[config.mk]
export PLATFORM = sky130hd
export DESIGN_NAME = key_event_encoder
export DESIGN_NICKNAME = d
export VERILOG_FILES = /design/src/rtl/key_event_encoder.sv
export SDC_FILE = /design/constraint.sdc
export NUM_CORES = 1
export LEC_CHECK = 0
export BUFFER_PORTS_ARGS = -buffer_cell sky130_fd_sc_hd__buf_2
export CAP_MARGIN = 20
export CORE_ASPECT_RATIO = 1.5
export CORE_UTILIZATION = 45
export DETAILED_ROUTE_END_ITERATION = 10
export PLACE_DENSITY_LB_ADDON = 0.08
export SYNTH_ARGS = -nofsm -noshare
export SYNTH_HDL_FRONTEND = slang
export SYNTH_SLANG_ARGS = --single-unit
[constraint.sdc]
create_clock -name clk -period 6 [get_ports clk]
set_input_delay 1.2 -clock clk [delete_from_list [all_inputs] [get_ports clk]]
set_output_delay 1.2 -clock clk [all_outputs]
set_load 0.05 [all_outputs]
[src/rtl/key_event_encoder.sv]
// Pushbutton event encoder: synchronizer, debouncer, press/auto-repeat detection
// and a small event FIFO that carries {is_repeat, keycode} entries to the reader.
module key_event_encoder #(
  parameter int NKEYS      = 13,
  parameter int CODEW      = 4,
  parameter int DB_CYCLES  = 4,
  parameter int FIFO_DEPTH = 4,
  parameter int RPT_DELAY  = 0,
  parameter int RPT_RATE   = 8
) (
  input  logic             clk,
  input  logic             nrst,
  input  logic [NKEYS-1:0] keypad,
  input  logic             rd_en,
  input  logic             ovf_clr,
  output logic [CODEW-1:0] keycode,
  output logic             is_repeat,
  output logic             valid,
  output logic             keystrobe,
  output logic             overflow
);

  localparam int DBW  = (DB_CYCLES < 1) ? 1 : $clog2(DB_CYCLES + 1);
  localparam int PW   = (FIFO_DEPTH < 2) ? 1 : $clog2(FIFO_DEPTH);
  localparam int RMAX = (RPT_DELAY > RPT_RATE) ? RPT_DELAY : RPT_RATE;
  localparam int RW   = (RMAX < 2) ? 1 : $clog2(RMAX + 1);

  typedef enum logic [1:0] {
    ST_IDLE = 2'd0,
    ST_HOLD = 2'd1,
    ST_RPT  = 2'd2
  } rpt_state_e;

  logic [NKEYS-1:0] sync1_q, sync2_q, smp_q, deb_q, deb_d, rise;
  logic [DBW-1:0]   db_cnt_q, db_cnt_d;
  logic             press_ev, rpt_ev, ev, trk_held;
  logic [CODEW-1:0] press_code, ev_code;
  logic             ev_rpt;

  rpt_state_e       state_q;
  logic [CODEW-1:0] trk_q;
  logic [RW-1:0]    rcnt_q;

  logic [CODEW:0]   mem_q [FIFO_DEPTH];
  logic [PW-1:0]    wr_ptr_q, rd_ptr_q;
  logic [PW:0]      count_q, count_d;
  logic             full, do_push, do_pop, drop;
  logic             keystrobe_q, overflow_q;

  // smp_q holds last cycle's synchronized vector so any change restarts the count.
  always_comb begin
    deb_d    = deb_q;
    db_cnt_d = db_cnt_q;
    if (sync2_q != smp_q) begin
      db_cnt_d = '0;
    end else if (db_cnt_q == DBW'(DB_CYCLES)) begin
      deb_d = sync2_q;
    end else begin
      db_cnt_d = db_cnt_q + 1'b1;
    end
  end

  always_comb begin
    rise       = deb_d & ~deb_q;
    press_ev   = |rise;
    press_code = '0;
    for (int i = NKEYS - 1; i >= 0; i--) begin
      if (rise[i]) press_code = CODEW'(i);
    end
  end

  always_comb begin
    trk_held = 1'b0;
    for (int i = 0; i < NKEYS; i++) begin
      if (trk_q == CODEW'(i)) trk_held = deb_q[i];
    end
  end

  // A fresh press always wins over a repeat falling due in the same cycle.
  always_comb begin
    rpt_ev = 1'b0;
    if ((RPT_DELAY != 0) && !press_ev && trk_held) begin
      if (state_q == ST_HOLD && rcnt_q == RW'(RPT_DELAY - 1)) rpt_ev = 1'b1;
      if (state_q == ST_RPT  && rcnt_q == RW'(RPT_RATE - 1))  rpt_ev = 1'b1;
    end
  end

  assign ev      = press_ev | rpt_ev;
  assign ev_rpt  = ~press_ev;
  assign ev_code = press_ev ? press_code : trk_q;

  always_ff @(posedge clk or negedge nrst) begin
    if (!nrst) begin
      sync1_q  <= '0;
      sync2_q  <= '0;
      smp_q    <= '0;
      deb_q    <= '0;
      db_cnt_q <= '0;
    end else begin
      sync1_q  <= keypad;
      sync2_q  <= sync1_q;
      smp_q    <= sync2_q;
      deb_q    <= deb_d;
      db_cnt_q <= db_cnt_d;
    end
  end

  always_ff @(posedge clk or negedge nrst) begin
    if (!nrst) begin
      state_q <= ST_IDLE;
      trk_q   <= '0;
      rcnt_q  <= '0;
    end else if (RPT_DELAY != 0) begin
      if (press_ev) begin
        state_q <= ST_HOLD;
        trk_q   <= press_code;
        rcnt_q  <= '0;
      end else begin
        case (state_q)
          ST_HOLD: begin
            if (!trk_held) begin
              state_q <= ST_IDLE;
            end else if (rpt_ev) begin
              state_q <= ST_RPT;
              rcnt_q  <= '0;
            end else begin
              rcnt_q  <= rcnt_q + 1'b1;
            end
          end
          ST_RPT: begin
            if (!trk_held) begin
              state_q <= ST_IDLE;
            end else if (rpt_ev) begin
              rcnt_q  <= '0;
            end else begin
              rcnt_q  <= rcnt_q + 1'b1;
            end
          end
          default: state_q <= ST_IDLE;
        endcase
      end
    end
  end

  // A pop in the same cycle frees the slot, so a full FIFO still accepts the event.
  always_comb begin
    full    = (count_q == (PW+1)'(FIFO_DEPTH));
    do_pop  = rd_en & (count_q != '0);
    do_push = ev & (~full | do_pop);
    drop    = ev & full & ~do_pop;
    count_d = count_q;
    case ({do_push, do_pop})
      2'b10:   count_d = count_q + 1'b1;
      2'b01:   count_d = count_q - 1'b1;
      default: count_d = count_q;
    endcase
  end

  always_ff @(posedge clk) begin
    if (do_push) mem_q[wr_ptr_q] <= {ev_rpt, ev_code};
  end

  always_ff @(posedge clk or negedge nrst) begin
    if (!nrst) begin
      wr_ptr_q    <= '0;
      rd_ptr_q    <= '0;
      count_q     <= '0;
      keystrobe_q <= 1'b0;
      overflow_q  <= 1'b0;
    end else begin
      if (do_push) wr_ptr_q <= wr_ptr_q + 1'b1;
      if (do_pop)  rd_ptr_q <= rd_ptr_q + 1'b1;
      count_q     <= count_d;
      keystrobe_q <= ev;
      if (drop) begin
        overflow_q <= 1'b1;
      end else if (ovf_clr) begin
        overflow_q <= 1'b0;
      end
    end
  end

  always_comb begin
    valid     = (count_q != '0);
    keycode   = valid ? mem_q[rd_ptr_q][CODEW-1:0] : '0;
    is_repeat = valid ? mem_q[rd_ptr_q][CODEW] : 1'b0;
  end

  assign keystrobe = keystrobe_q;
  assign overflow  = overflow_q;

endmodule

==> out/qor.txt <==
run status - finished, violations left
violated checks - design-rule violations
clock insertion delay at the later pin of the skew report - 0.35 ns
Post-CTS Setup Bufs - 0
critical path class - reg -> out
CP endpoint kind - primary output
largest net degree at the start of global routing - 65
worst slew pin tran - 0.999 ns
Routed Antenna Nets - 0
hold_sp - sync1_q[12]
clock slew at reported path FFs - 0.08 ns
nets - 277
fin crit period - 3.04 ns
# setup viols final - 0
simple-gate portion of the synthesized area - 11.0%
Slew HR - 32.5%
DR DRC count - 1
Antenna Cells - 0
die height - 106 um
R2R Setup Slk - 3.30 ns
syn_area_per_cell - 14.6 um^2
final core utilization - 53.5%
MaxCap Viol Count - 0
Hold Crit Class - reg -> reg
clk sink count - 84
Area Growth Syn to Fin - 14.2%
Worst EP required - 4.80 ns
Vias - 1685
XOR/XNOR share of the synthesized area - 5.12%
PD cells - 344 nW/um^2
synthesized-area fraction occupied by adder cells - 2.93%
net count after synthesis - 246
Port Buf Inserts - 24
fin. max-slew vios - 0
post-cts hold buffer count - 0
most common cell after layout, fill and taps aside - dfrtp_1
hpwl dp - 3370 um
area of the die - 7570 um^2
WHS Path Cells - 0
cell area after synthesis - 3250 um^2
routability cong. - 0.772
Mapped Cells - 222
Worst Reg-to-Reg Cells - 9
commonest cells after routing, fill and taps aside - dfrtp_1 (64), buf_2 (24), edfxtp_1 (20)
Post-Route Skew - 0.00753 ns
FF/Latch Area - 2200 um^2
vias per cell - 5.01
Peak VDD IR - 0.185 mV
vias in the first global route - 1692
largest family of logic cells by synthesized area - simple AND/OR/NAND/NOR gates
Initial Util - 46.8%
CTS buffer count - 9
R2R Path Start - sync2_q[4]
# rows - 37
# IOs - 25
CTS tree - done
Clock Root Buffer - clkbuf_8
final WL - 4800 um
crit share post-route - 50.7%
RSZ-0062 raised after global routing - false
GRT Total Usage - 14.4%
CP arrival - 1.84 ns
H-tree lvl count - 3
share of post-route cells with drive strength above 1 - 23.3%
post-synthesis sequential area ratio - 67.7%
RR Endpoint - count_q[2]
post-synthesis mux area share - 8.58%
Setup TNS - 0 ns
Compound-Gate Fraction of Synth Area - 2.62%
initial antenna violation count - 0
Filler cells - 605
maximum buffer depth of the clock tree - 2
Core Area - 6940 um^2
grt total ovfl - 0
Pleak - 0.00166 uW
synth warn - 4
TritonRoute pass-1 iters - 7
Hold Vio Cnt, Final - 0
Synth Register Bits - 84
Multi-input gate area - 983 um^2
Fmax - 0.329 GHz
WHS Endpoint - sync2_q[12]
first-pass GRT wire length - 7930 um
DR iter-0 viols - 73
average wire per cell in the routed design - 14.3 um
Netlist cell types - 34
Resized cells post-CTS - 0
crit-path max FO - 7
critical path startpoint category - flip-flop
die span in x - 71.4 um
[kinds of logic (layout without fill, tap and decap cells)]
kind of cell / Yosys count / after routing
AO/OA/AOI/OAI: 13 / 13
XOR/XNOR: 19 / 19
buffers and inverters: 17 / 53
flip-flops: 84 / 84
adder cells (fa/ha/maj): 7 / 7
AND/OR/NAND/NOR: 62 / 62
multiplexers: 20 / 20
[routing by layer]
| metal | routed length, um | GRT usage, % | up-vias |
|---|---|---|---|
| li1 | - | - | 821 |
| met4 | 109 | 8.57 | 0 |
| met2 | 2570 | 25.5 | 31 |
| met3 | 124 | 3.70 | 9 |
| met5 | 0 | 0 | - |
| met1 | 1990 | 15.2 | 824 |
[synth_stat cells]
library cell / count / share of area [%]
xor2_1: 2 / 0.54
mux2i_1: 2 / 0.62
a311oi_1: 1 / 0.27
a21oi_1: 4 / 0.62
nand2b_1: 11 / 2.1
buf_2: 1 / 0.15
o311ai_0: 1 / 0.27
nand2_1: 10 / 1.2
inv_1: 12 / 1.4
a31oi_1: 1 / 0.19
a22o_1: 2 / 0.54
clkbuf_1: 3 / 0.35
or4_1: 3 / 0.69
mux4_2: 5 / 3.5
o2111ai_1: 1 / 0.27
nor3b_4: 1 / 0.58
nand4_1: 5 / 0.96
or2b_1: 1 / 0.23
nor2b_1: 9 / 1.7
nor3_1: 3 / 0.46
edfxtp_1: 20 / 18
dfrtp_1: 64 / 49
o21ai_0: 3 / 0.46
and2_1: 5 / 0.96
ha_1: 6 / 2.3
nand4b_1: 1 / 0.27
mux2_2: 13 / 4.5
nand3_1: 3 / 0.46
nor2_1: 8 / 0.92
buf_1: 1 / 0.12
nor4b_1: 1 / 0.27
xnor2_1: 17 / 4.6
fa_1: 1 / 0.62
nor4_1: 1 / 0.19
[per-stage QoR]
stage	setup WS [ns]	cells	hold WS, ns	cell area [um^2]	power (uW)
floorplan	3.16	222	0.331	3250	760
global placement	3.12	320	0.332	3460	798
detailed placement	3.13	320	0.336	3460	799
CTS	2.91	336	0.355	3710	1300
global route	2.83	336	0.359	3710	1330
finish	2.96	336	0.352	3710	1280
[worst max-delay path, stage by stage (launching register included)]
cell and delay [ns]:
dfrtp_1 0.58, mux4_2 0.54, nor2b_1 0.14, buf_2 0.24
[where the power goes]
| part | switching [uW] | internal (uW) | total (uW) |
|---|---|---|---|
| clock | 194 | 301 | 495 |
| sequential | 38.7 | 614 | 652 |
| combinational | 71.6 | 58.4 | 130 |
| total | 305 | 973 | 1280 |
[worst max path at each step]
stage / slack, ns / cells past startpoint / to / from
CTS: 2.91 / 3 / keycode[0] / rd_ptr_q[0]
floorplan: 3.16 / 3 / is_repeat / rd_ptr_q[0]
global route: 2.83 / 3 / keycode[1] / rd_ptr_q[0]
detailed placement: 3.13 / 4 / mem_q[1][3] / rd_en
global placement: 3.12 / 4 / mem_q[1][2] / rd_en
finish: 2.96 / 3 / keycode[1] / rd_ptr_q[0]
[flip-flops by register name (all words and copies together) (netlist names), 2 cells and up]
register,cells
deb_q,13
smp_q,13
rd_ptr_q,2
wr_ptr_q,2
mem_q,20
sync1_q,13
db_cnt_q,3
count_q,3
sync2_q,13
[area by class of cell]
type	instances	area share, %
clock inverter	6	2.93
sequential	84	59.3
inverter	12	1.21
tap	78	2.63
timing repair buffer	25	3.44
clock buffer	10	4.01
multi-input combinational	121	26.5
No activity file was read; power rests on OpenSTA's default activity.
